`src/rtl/rv_fifo_if.sv`:
```
// Generic valid/ready channel carrying a W-bit payload.
// master drives valid/data, slave drives ready.
interface rv_fifo_if #(
  parameter int W = 32
);
  // A beat transfers on a rising clk edge where valid && ready. Once valid is
  // raised, valid and data hold until that edge. The master never waits on ready.
  logic         valid;
  logic         ready;
  logic [W-1:0] data;

  modport master (output valid, output data, input ready);
  modport slave  (input valid, input data, output ready);
endinterface

```
`src/rtl/rv_fifo.sv`:
```
// Parametrised first-word-fall-through ready/valid FIFO with occupancy, almost-full and flush.
// Optional same-cycle bypass when empty: define RV_FIFO_BYPASS_EN.
module rv_fifo #(
  parameter int W         = 32,
  parameter int DEPTH     = 4,
  parameter int AF_THRESH = DEPTH - 1
) (
  input  logic                       clk,
  input  logic                       rst,
  input  logic                       flush,
  rv_fifo_if.slave                   in_if,
  rv_fifo_if.master                  out_if,
  output logic [$clog2(DEPTH+1)-1:0] count,
  output logic                       full,
  output logic                       empty,
  output logic                       almost_full
);

  localparam int AW = $clog2(DEPTH);
  localparam int CW = $clog2(DEPTH + 1);
  localparam logic [CW-1:0] DEPTH_C = CW'(DEPTH);
  localparam logic [CW-1:0] AF_C    = CW'(AF_THRESH);

  logic [W-1:0]  mem [DEPTH];
  logic [AW-1:0] wr_ptr;
  logic [AW-1:0] rd_ptr;
  logic [CW-1:0] count_q;
  logic          push;
  logic          pop;
  logic          wr_en;
  logic          rd_en;

  assign count       = count_q;
  assign full        = (count_q == DEPTH_C);
  assign empty       = (count_q == '0);
  assign almost_full = (count_q >= AF_C);

  // Ready depends only on registered occupancy, never on out_if.ready.
  assign in_if.ready = !full && !rst;

  assign push = in_if.valid && in_if.ready;
  assign pop  = out_if.valid && out_if.ready;

`ifdef RV_FIFO_BYPASS_EN
  logic bypass;

  assign bypass      = empty && in_if.valid && !rst && !flush;
  assign out_if.valid = (!empty && !rst) || bypass;
  assign out_if.data  = empty ? in_if.data : mem[rd_ptr];
  // A word that passes straight through when empty is never stored.
  assign wr_en = push && !(empty && pop);
  assign rd_en = pop && !empty;
`else
  assign out_if.valid = !empty && !rst;
  assign out_if.data  = mem[rd_ptr];
  assign wr_en = push;
  assign rd_en = pop;
`endif

  always_ff @(posedge clk) begin
    if (wr_en && !flush) begin
      mem[wr_ptr] <= in_if.data;
    end
  end

  always_ff @(posedge clk) begin
    if (rst || flush) begin
      wr_ptr  <= '0;
      rd_ptr  <= '0;
      count_q <= '0;
    end else begin
      if (wr_en) begin
        wr_ptr <= wr_ptr + 1'b1;
      end
      if (rd_en) begin
        rd_ptr <= rd_ptr + 1'b1;
      end
      case ({wr_en, rd_en})
        2'b10:   count_q <= count_q + 1'b1;
        2'b01:   count_q <= count_q - 1'b1;
        default: count_q <= count_q;
      endcase
    end
  end

endmodule

```
`src/flat_wrapper.sv`:
```
// flat-port wrapper written by rule: the top's interface ports become plain ports
module rv_fifo_flat 
#(
  parameter int W         = 32,
  parameter int DEPTH     = 4,
  parameter int AF_THRESH = DEPTH - 1
)
  (clk, rst, flush, count, full, empty, almost_full, in_if_valid, in_if_data, in_if_ready, out_if_valid, out_if_data, out_if_ready);
  rv_fifo_if #(.W(W)) in_if_i ();
  rv_fifo_if #(.W(W)) out_if_i ();
  input  logic clk;
  input  logic rst;
  input  logic flush;
  output logic [$clog2(DEPTH+1)-1:0] count;
  output logic full;
  output logic empty;
  output logic almost_full;
  input wire logic [$bits(in_if_i.valid)-1:0] in_if_valid;
  input wire logic [$bits(in_if_i.data)-1:0] in_if_data;
  output wire logic [$bits(in_if_i.ready)-1:0] in_if_ready;
  output wire logic [$bits(out_if_i.valid)-1:0] out_if_valid;
  output wire logic [$bits(out_if_i.data)-1:0] out_if_data;
  input wire logic [$bits(out_if_i.ready)-1:0] out_if_ready;
  assign in_if_i.valid = in_if_valid;
  assign in_if_i.data = in_if_data;
  assign in_if_ready = in_if_i.ready;
  assign out_if_valid = out_if_i.valid;
  assign out_if_data = out_if_i.data;
  assign out_if_i.ready = out_if_ready;
  rv_fifo #(.W(W), .DEPTH(DEPTH), .AF_THRESH(AF_THRESH)) u_core (.clk(clk), .rst(rst), .flush(flush), .in_if(in_if_i), .out_if(out_if_i), .count(count), .full(full), .empty(empty), .almost_full(almost_full));
endmodule
```
`config.mk`:
```
export PLATFORM = sky130hd
export DESIGN_NAME = rv_fifo_flat
export DESIGN_NICKNAME = d
export VERILOG_FILES = /design/src/rtl/rv_fifo_if.sv /design/src/rtl/rv_fifo.sv /design/src/flat_wrapper.sv
export SDC_FILE = /design/constraint.sdc
export NUM_CORES = 1
export LEC_CHECK = 0
export CAP_MARGIN = 25
export CORE_MARGIN = 1
export CORE_UTILIZATION = 30
export CTS_BUF_LIST = sky130_fd_sc_hd__clkbuf_8 sky130_fd_sc_hd__clkbuf_16
export DETAILED_ROUTE_END_ITERATION = 16
export GPL_TIMING_DRIVEN = 1
export PLACE_DENSITY = 0.55
export SETUP_SLACK_MARGIN = 0.4
export SYNTH_ARGS = -nofsm -noshare
export SYNTH_HDL_FRONTEND = slang
export SYNTH_SLANG_ARGS = --single-unit
```
`constraint.sdc`:
```
create_clock -name clk -period 9.4 [get_ports clk]
set_input_delay 2.35 -clock clk [delete_from_list [all_inputs] [get_ports clk]]
set_output_delay 2.35 -clock clk [all_outputs]
set_load 0.01 [all_outputs]
```
==> impl_metrics.json, run 1 <==
{
  "outcome": "finished, final reports clean",
  "slowest_delay_ns": 0.54,
  "worstPathCellList": "clkdlybuf4s50_1 -> nor2_1 -> clkdlybuf4s50_1",
  "fp.dieArea_sq_um": 17700,
  "tightestPinTransition_ns": 0.938,
  "core_area_sq_um": 16600,
  "num_vias": 2428,
  "worst_setup_path_end_kind": "output pin",
  "drtPass1Iterations": 4,
  "initial_standard_cell_utilization_of_the_core_pct": 30.9,
  "synth.ff_latch_count": 137,
  "synthTopCellsByArea": "sky130_fd_sc_hd__edfxtp_1 (75%), sky130_fd_sc_hd__mux4_2 (14%), sky130_fd_sc_hd__dfxtp_1 (3.5%)",
  "report.final.setup_viol": 0,
  "drv.max_cap_violation_count": 0,
  "globalRoute.totalOverflow": 0,
  "postRouteAntennaNets": 0,
  "tritoncts": "built",
  "num_io_pins": 77,
  "r2r_setup_slack_ns": 6.65,
  "hold_crit_class": "register to register",
  "cts_hold_repair.buffers": 0,
  "grt_max_degree": 33,
  "worst_ir_drop_vdd_v": 0.000126,
  "cp.required_ns": 7.05,
  "cts_buffers": 17,
  "finalHoldViolCount": 0,
  "fin_setup_tns_ns": 0,
  "place.detailed.hpwl_mm": 5.77,
  "areaGrowthSynthToFinish_pct": 33.4,
  "worst-r2r-cell-count": 4,
  "finalCritPeriodShare_pct": 62.9,
  "finClkSkew_ns": 0.00917,
  "power_leakage_uw": 0.00217,
  "detail_route.wl_per_cell_um": 17.3,
  "portBuffers": 76,
  "timing.critical_path.from": "rst",
  "slew_headroom_pct": 37.5,
  "timing.hold.worst_path_depth": 2,
  "final_net_count": 359,
  "critical_path_type": "primary input to output pin",
  "worst_setup_hold_path_clk_slew_ns": 0.06,
  "cts.repair_timing.setup_buffer_count": 0,
  "critical-path-slowest-cell": "sky130_fd_sc_hd__clkdlybuf4s50_1",
  "finalWorstPathRequiredPeriod_ns": 5.91,
  "ctsLongestPathBuffers": 2,
  "synth-warning-count": 0,
  "drcViolationCount": 0,
  "clock_tree.htree_level_count": 4,
  "critPathCapture": "out_if_valid",
  "worst_ep_arrival_time_ns": 3.56,
  "cts.root.buffer_cell": "sky130_fd_sc_hd__clkbuf_16",
  "synth_top_area_share_pct": 74.7,
  "synth_area_per_cell_sq_um": 23.0,
  "core.rowCount": 47,
  "clock.fmax_mhz": 169,
  "globalplace.congestion": 0.662,
  "grt_antenna_before_repair": 0,
  "route.detailed.vias_per_inst": 4.42,
  "chipHeight_um": 133,
  "post-route-worst-setup-slack_ns": 3.49,
  "finalWirelength_mm": 9.51,
  "rr_endpoint": "u_core.mem[2][21]$_DFFE_PP_",
  "synth_top_cell_by_area": "sky130_fd_sc_hd__edfxtp_1",
  "cpMostUsedCell": "sky130_fd_sc_hd__clkdlybuf4s50_1",
  "slew_violations": 0,
  "syn_nets": 267,
  "crit_path_start_kind": "primary input",
  "postCtsResizedCells": 0,
  "p_per_area_nw_per_um2": 212,
  "power_uw": 1450,
  "whs_ns": 0.486,
  "post-place-ws_ns": 3.50,
  "globalRouteTotalUtil_pct": 11.8,
  "number_of_instances_in_the_synthesized_netlist": 224,
  "synth_seq_area_share_pct": 78.2,
  "final_cell_area_excluding_filler_cells_sq_um": 6860,
  "nFillCells": 1464,
  "horizontal_die_dimension_um": 133,
  "post_dp_cell_area_sq_um": 6200,
  "timing.critical_path.fanout_max": 8,
  "layout-drive-gt1-share_pct": 23.7,
  "grt_pass1_vias": 2701,
  "cts.sinks": 137,
  "grt_pass1_wl_mm": 14.9,
  "n_antenna_cell": 0,
  "dr.first_iter.drc_count": 159,
  "syn-cell-area_sq_um": 5140,
  "grt_setup_unrepaired": "no",
  "regToRegStartpoint": "u_core.count[0]$_SDFFE_PP0P_",
  "clock_latency_ns": 0.42,
  "synth.lib_cells_used.distinct": 23
}
==> logic make-up (layout without fill, tap and decap cells) <==
| group | count (synthesis) | after routing | share of synthesized area (%) |
|---|---|---|---|
| adder cells (fa/ha/maj) | 6 | 6 | 1.61 |
| XOR/XNOR | 2 | 2 | 0.341 |
| multiplexers | 36 | 36 | 14.8 |
| AO/OA/AOI/OAI | 6 | 6 | 0.657 |
| buffers and inverters | 13 | 118 | 1.24 |
| flip-flops | 137 | 137 | 78.2 |
| AND/OR/NAND/NOR | 24 | 24 | 3.16 |
==> Yosys cell counts (all sizes together) <==
cell,n
buf,8
nand3b,1
mux2i,4
xor2,2
nor3,1
mux4,32
or3,3
fa,1
nor3b,6
a21o,1
edfxtp,128
dfxtp,9
a21oi,3
or3b,1
inv,5
o21ai,2
nand2,5
ha,5
or2,1
nor2,6
==> layout make-up <==
cell class	count	area [sq um]	area share (%)
Inverter	5	18.8	0.273
Tap cell	220	275	4.01
Sequential cell	137	4030	58.7
Clock buffer	20	467	6.80
Multi-Input combinational cell	74	1080	15.8
Timing Repair Buffer	81	798	11.6
Clock inverter	12	195	2.84
==> worst max-delay path, delay by kind of cell <==
kind,cells,cell delay [ns]
buf+inv,2,1.06
simple gates,1,0.15
==> flip-flops by register name (all words and copies together), names as in the netlist, named ones only <==
| signal | flops |
|---|---|
| u_core.wr_ptr | 2 |
| u_core.rd_ptr | 2 |
| u_core.count | 3 |
| u_core.mem | 128 |
==> where the power goes <==
group / internal [uW] / switching, uW / leakage [uW] / total [uW]
clock network: 490 / 238 / 0.000316 / 727
logic: 29.1 / 22.4 / 0.000628 / 51.4
registers: 673 / 1.68 / 0.00123 / 674
==> stage by stage <==
step	cells	util (%)
6_report	549	41.2
5_1_grt	549	41.2
4_1_cts	549	41.2
3_5_place_dp	517	37.3
3_3_place_gp	517	37.3
2_1_floorplan	224	-
==> per-layer routing <==
layer	wire [um]	global-route usage, %	vias to the layer above
li1	-	-	1110
met1	4170	13.6	1235
met2	4490	18.9	67
met3	650	4.94	16
met4	197	5.94	0
met5	0	0	-
==> cells in the final DEF, fill, tap and decap left out, types with 5 or more instances in the layout <==
cell type and instances:
sky130_fd_sc_hd__dfxtp_1 7, sky130_fd_sc_hd__mux4_2 32, sky130_fd_sc_hd__nor2_1 6, sky130_fd_sc_hd__bufinv_16 5
sky130_fd_sc_hd__edfxtp_1 128, sky130_fd_sc_hd__ha_1 5, sky130_fd_sc_hd__nand2_1 5, sky130_fd_sc_hd__clkbuf_16 17
sky130_fd_sc_hd__buf_4 5, sky130_fd_sc_hd__clkdlybuf4s50_1 76, sky130_fd_sc_hd__inv_1 5
==> worst min-delay path by stage <==
stage                                             start                             to  slack [ns]
after floorplan           u_core.rd_ptr[1]$_SDFFE_PP0N_                       register        0.45
after global placement    u_core.rd_ptr[1]$_SDFFE_PP0N_                       register        0.48
after detailed placement  u_core.rd_ptr[1]$_SDFFE_PP0N_                       register        0.48
after CTS                 u_core.rd_ptr[1]$_SDFFE_PP0N_                       register        0.49
after global routing      u_core.wr_ptr[0]$_SDFFE_PP0N_  u_core.wr_ptr[0]$_SDFFE_PP0N_        0.53
final                     u_core.rd_ptr[1]$_SDFFE_PP0N_                       register        0.49
No activity file was read; power rests on OpenSTA's default activity.
==> inputs of run 2 (changes only) <==
--- a/config.mk
+++ b/config.mk
@@ -11,7 +11,7 @@
 export CTS_BUF_LIST = sky130_fd_sc_hd__clkbuf_8 sky130_fd_sc_hd__clkbuf_16
 export DETAILED_ROUTE_END_ITERATION = 16
 export GPL_TIMING_DRIVEN = 1
-export PLACE_DENSITY = 0.55
+export PLACE_DENSITY = 0.57
 export SETUP_SLACK_MARGIN = 0.4
 export SYNTH_ARGS = -nofsm -noshare
 export SYNTH_HDL_FRONTEND = slang
==> constraint.sdc (replaced) <==
create_clock -name clk -period 5.3 [get_ports clk]
set_input_delay 1.325 -clock clk [delete_from_list [all_inputs] [get_ports clk]]
set_output_delay 1.325 -clock clk [all_outputs]
set_load 0.01 [all_outputs]
==> run 2 against run 1 <==
  * Setup slack lost 2.1 ns
  * Register-to-register slack got worse by 4.0 ns
  * Largest cell class unchanged
  * Via count is 2.1% higher
  * Clock skew shrank 0.0059 ns
  * Flip-flop and latch count unchanged
  * Sequential power is 78% higher
  * Final cell count rose by 0.18%
  * Global-route usage is 0.26 points lower
  * Die area is the same
==> impl_metrics.json, run 2 (same netlist as run 1, synthesis figures left out) <==
{
  "finClkSkew_ns": 0.00324,
  "report.final.setup_viol": 0,
  "cts_hold_repair.buffers": 0,
  "clock.fmax_mhz": 255,
  "tritoncts": "built",
  "slew_violations": 0,
  "clock_latency_ns": 0.40,
  "rr_endpoint": "u_core.count[2]$_SDFFE_PP0P_",
  "n_antenna_cell": 0,
  "finalWorstPathRequiredPeriod_ns": 3.92,
  "outcome": "finished, final reports clean",
  "drtPass1Iterations": 4,
  "finalHoldViolCount": 0,
  "regToRegStartpoint": "u_core.count[2]$_SDFFE_PP0P_",
  "place.detailed.hpwl_mm": 6.11,
  "dr.first_iter.drc_count": 119,
  "worst_ep_arrival_time_ns": 2.60,
  "slowest_delay_ns": 0.62,
  "final_net_count": 360,
  "clock_power_share_pct": 47.0,
  "post_dp_cell_area_sq_um": 6250,
  "finalWirelength_mm": 9.50,
  "p_per_area_nw_per_um2": 356,
  "globalRouteTotalUtil_pct": 11.5,
  "critical-path-slowest-cell": "sky130_fd_sc_hd__dfxtp_2",
  "hold_crit_class": "register to register",
  "critPathCapture": "out_if_data[26]",
  "worstPathCellList": "buf_4 -> mux4_2 -> clkdlybuf4s50_1",
  "holdCritStartpoint": "u_core.rd_ptr[1]$_SDFFE_PP0N_",
  "critical_path_type": "register to output pin",
  "finalCritPeriodShare_pct": 74.1,
  "max_flop_register": "u_core.mem",
  "layout-drive-gt1-share_pct": 23.3,
  "internal_power_consumption_uw": 1980,
  "detail_route.wl_per_cell_um": 17.3,
  "final_cell_area_excluding_filler_cells_sq_um": 6830,
  "grt_max_degree": 33,
  "postRouteAntennaNets": 0,
  "ctsLongestPathBuffers": 2,
  "worst_setup_hold_path_clk_slew_ns": 0.05,
  "clock_tree.htree_level_count": 4,
  "route.detailed.vias_per_inst": 4.51,
  "postCtsResizedCells": 0,
  "grt_antenna_before_repair": 0,
  "timing.critical_path.fanout_max": 20,
  "final_cell_mix": "sky130_fd_sc_hd__edfxtp_1 (128), sky130_fd_sc_hd__clkdlybuf4s50_1 (76), sky130_fd_sc_hd__mux4_2 (32)",
  "core.rowCount": 47,
  "worst-r2r-cell-count": 8,
  "worst_ir_drop_vdd_v": 0.000228,
  "cp.required_ns": 3.97,
  "grt_setup_unrepaired": "no",
  "sequentialPowerShare_pct": 49.2,
  "cts_buffers": 17,
  "crit_path_start_kind": "register",
  "globalRoute.totalOverflow": 0,
  "core_area_sq_um": 16600,
  "slew_headroom_pct": 38.4,
  "cp_num_cells": 3,
  "critical-path-top-delay-family": "buffers and inverters",
  "power_spent_charging_and_discharging_nets_uw": 456,
  "grt_pass1_wl_mm": 14.6,
  "num_vias": 2480,
  "tightestPinTransition_ns": 0.924,
  "fp.dieArea_sq_um": 17700,
  "cts.repair_timing.setup_buffer_count": 0,
  "cts.root.buffer_cell": "sky130_fd_sc_hd__clkbuf_16",
  "drv.max_cap_violation_count": 0,
  "worst_setup_path_end_kind": "output pin",
  "chipHeight_um": 133,
  "num_io_pins": 77,
  "post-place-cells": 518,
  "drcViolationCount": 0,
  "globalplace.congestion": 0.637,
  "grt_pass1_vias": 2594,
  "instances_no_fill": 550,
  "largest_register_ffs": 128,
  "portBuffers": 76,
  "initial_standard_cell_utilization_of_the_core_pct": 30.9,
  "horizontal_die_dimension_um": 133,
  "cts.sinks": 137,
  "areaGrowthSynthToFinish_pct": 32.7,
  "nFillCells": 1471,
  "power_leakage_uw": 0.00215,
  "p_sw_share_pct": 18.8,
  "r2r_setup_slack_ns": 2.69,
  "combinationalPowerShare_pct": 3.8,
  "fin_setup_tns_ns": 0,
  "critical_path_buf_inv_count": 2,
  "final_common_cell": "sky130_fd_sc_hd__edfxtp_1"
}
-- run 2: metrics by stage --
| stage | power [uW] | utilization (%) | setup WS (ns) | hold WS, ns |
|---|---|---|---|---|
| 2_1_floorplan | 1250 | - | 1.71 | 0.454 |
| 3_3_place_gp | 1310 | 37.5 | 1.41 | 0.466 |
| 3_5_place_dp | 1310 | 37.5 | 1.39 | 0.469 |
| 4_1_cts | 2460 | 41.0 | 1.25 | 0.479 |
| 5_1_grt | 2500 | 41.0 | 1.16 | 0.513 |
| 6_report | 2430 | 41.0 | 1.38 | 0.476 |
-- run 2: power by group through the flow --
stage	sequential (uW)	combinational, uW	clock [uW]
final	1200	92.9	1140
after global routing	1200	100	1210
after CTS	1200	94.6	1160
after detailed placement	1220	94.3	0
after global placement	1220	92.8	0
after floorplan	1220	28.4	0
-- run 2: how the worst min path moves through the flow --
| stage | end | slack, ns | cells past startpoint |
|---|---|---|---|
| 2_1_floorplan | register | 0.45 | 2 |
| 3_3_place_gp | register | 0.47 | 2 |
| 3_5_place_dp | register | 0.47 | 2 |
| 4_1_cts | register | 0.48 | 2 |
| 5_1_grt | register | 0.51 | 2 |
| 6_report | register | 0.48 | 2 |
-- run 2: layout make-up --
cell class              count  area (sq um)  share of cell area (%)
flip-flops and latches    137          4030                    59.0
clock buffers              17           425                    6.23
multi-input cells          74          1080                    15.8
clock inverters            15           158                    2.31
repair buffers             82           843                    12.3
well taps                 220           275                    4.03
inverters                   5          18.8                   0.275
-- run 2: worst reg2reg max path, stage by stage, from the launching register on --
cell and delay, ns:
sky130_fd_sc_hd__dfxtp_1 0.41, sky130_fd_sc_hd__nor3b_2 0.26, sky130_fd_sc_hd__or3b_1 0.51, sky130_fd_sc_hd__ha_1 0.28
sky130_fd_sc_hd__inv_1 0.06, sky130_fd_sc_hd__fa_1 0.37, sky130_fd_sc_hd__xor2_1 0.16, sky130_fd_sc_hd__or3_1 0.30
sky130_fd_sc_hd__a21oi_1 0.17
-- run 2: routing by layer --
layer,up-vias,global-route usage (%),share of wire (%)
met5,-,0,0
met4,0,4.79,0.47
met3,4,3.83,4.9
met2,61,18.4,50
met1,1300,14.4,45
li1,1115,-,-
==> patch (config.mk and constraints of run 1) <==
`W` is set to 32 in 3 places; all go to 36.
--- a/src/rtl/rv_fifo_if.sv
+++ b/src/rtl/rv_fifo_if.sv
@@ -1,7 +1,7 @@
 // Generic valid/ready channel carrying a W-bit payload.
 // master drives valid/data, slave drives ready.
 interface rv_fifo_if #(
-  parameter int W = 32
+  parameter int W = 36
 );
   // A beat transfers on a rising clk edge where valid && ready. Once valid is
   // raised, valid and data hold until that edge. The master never waits on ready.
--- a/src/rtl/rv_fifo.sv
+++ b/src/rtl/rv_fifo.sv
@@ -1,7 +1,7 @@
 // Parametrised first-word-fall-through ready/valid FIFO with occupancy, almost-full and flush.
 // Optional same-cycle bypass when empty: define RV_FIFO_BYPASS_EN.
 module rv_fifo #(
-  parameter int W         = 32,
+  parameter int W         = 36,
   parameter int DEPTH     = 4,
   parameter int AF_THRESH = DEPTH - 1
 ) (
--- a/src/flat_wrapper.sv
+++ b/src/flat_wrapper.sv
@@ -1,7 +1,7 @@
 // flat-port wrapper written by rule: the top's interface ports become plain ports
 module rv_fifo_flat 
 #(
-  parameter int W         = 32,
+  parameter int W         = 36,
   parameter int DEPTH     = 4,
   parameter int AF_THRESH = DEPTH - 1
 )
Interface: changed (resized in_if_data and out_if_data); port bits go from 77 to 85. No check against the original RTL was run, so the function may have changed too.
==> patch against run 1 <==
Sequential share of layout area rose by 1.4 points; setup slack better by 0.0041 ns; synthesized area is 11% higher; final area is 9.4% higher; core utilization is 1.1 points lower; clock skew down 0.0022 ns; sequential cell count is 16 higher; routed wire length grew 11%; total power is essentially flat; critical endpoint is now in_if_ready.
==> patch: results (changes against run 1) <==
Layout
  • Non-clock buffers: 92 (+14%)
  • ClkCell Share: 7.52% (-2.1 points)
  • Layout cell share with drive strength beyond 1: 23.6% (-0.097 points)
  • Max reg flops: 144 (+13%)
  • Multi-Input Combinational: 78 (+5.4%)
  • Inverter count: 5 (unchanged)
  • Final nets: 394 (+9.7%)
  • Final Cell Area: 7510 sq um (+9.4%)
  • Area of the multi-input gates: 1170 sq um (+8.3%)
  • Buffering overhead: 12.6% (+1.0 points)
  • Fraction of area in registers: 60.1% (+1.4 points)
  • Fillers: 1,657 (+13%)

Pwr
  • Worst VDD drop: 120 uV (-4.5%)
  • Clk power: 0.644 mW (-11%)
  • NetSw: 0.301 mW (+15%)
  • Leakage: 2.35 nW (+8.3%)
  • Pwr/cell area: 194 nW/um^2 (-8.5%)
  • Combinational Power: 0.0563 mW (+9.5%)

Placed design
  • HPWL after detailed placement: 6550 um (+14%)
  • Place WS: 3.49 ns (-0.0162 ns)
  • Final Wtd Congestion: 0.646 (-2.4%)
  • Buffers on Ports: 84 (+11%)
  • Post-Place Cells: 562 (+8.7%)
  • Placed instance area: 6940 sq um (+12%)

STA
  • Clock skew: 0.00695 ns (-0.00222 ns)
  • Relative slew slack: 47.5% (+10 points)

Routing
  • WL met3: 400 um (-38%)
  • Metal-1 WL: 4640 um (+11%)
  • Average wire per standard cell: 17.8 um (+2.9%)
  • Met2 wire length: 5440 um (+21%)
  • Via count: 2,697 (+11%)
  • Initial DRC Count: 141 (-11%)
  • Vias per cell: 4.54 (+2.7%)

Synthesis
  • Post-synth EDFFs: 144 (+13%)
  • Synth cell types: 23 (unchanged)
  • Top cells by area, synth: edfxtp_1, mux4_2, dfxtp_1
  • Mapped Area: 5730 sq um (+11%)
  • Synth cell count leaders: edfxtp_1, mux4_2, dfxtp_1, nor2_1, nor3b_2
  • Synth Register Bits: 153 (+12%)
  • Sequential area share after synthesis: 78.6% (+0.43 points)
  • Syn_nets: 292 (+9.4%)
  • Mapped Cells: 245 (+9.4%)

Outcome
  • Status: finished clean

CTS
  • CTS Root Cell: clkbuf_16
  • Clk Latency, worst-skew pair: around 0.41 ns

Global routing
  • First-pass GRT wire length: 17,000 um (+14%)
  • GR Util All Layers: 12.0% (+0.21 points)
  • Number of antenna violations at the first check in global routing: 0 (unchanged)
  • Largest net degree at the start of global routing: 37 (+12%)
  • Vias in the first global route: 2,979 (+10%)

Setup path
  • Crit Path Max Fanout: 8 (unchanged)
  • CP Launch Point: rst
  • Crit-path max cell delay: approximately 0.55 ns
  • Arrival time at the worst endpoint: 3.56 ns (about the same)

Hold path
  • HP Class: flip-flop to flip-flop
## patch: cell count changes after synthesis, sizes merged
cell / delta
clkbuf: +1
edfxtp: +16
mux4: +4
## patch: logic make-up (layout without fill, tap and decap cells)
kind of cell             Yosys count  after routing  share of synthesized area, %
AND/OR/NAND/NOR                   24             24                          2.84
adder cells (fa/ha/maj)            6              6                          1.44
XOR/XNOR                           2              2                         0.306
buffers and inverters             14            129                          1.33
AO/OA/AOI/OAI                      6              6                         0.590
flip-flops                       153            153                          78.6
multiplexers                      40             40                          14.9
## patch: final timing paths
kind | to | slack (ns) | depth (start not counted)
setup / recovery | in_if_ready | 3.49 | 3
hold / removal | flip-flop | 0.49 | 2
setup reg to reg | u_core.mem[3][3] | 6.76 | 5
hold reg to reg | flip-flop | 0.49 | 2
## patch: routing by layer
layer / vias up / global-route usage, %
li1: 1223 / -
met1: 1401 / 14.9
met2: 64 / 19.7
met3: 9 / 3.86
met4: 0 / 4.34
met5: - / 0
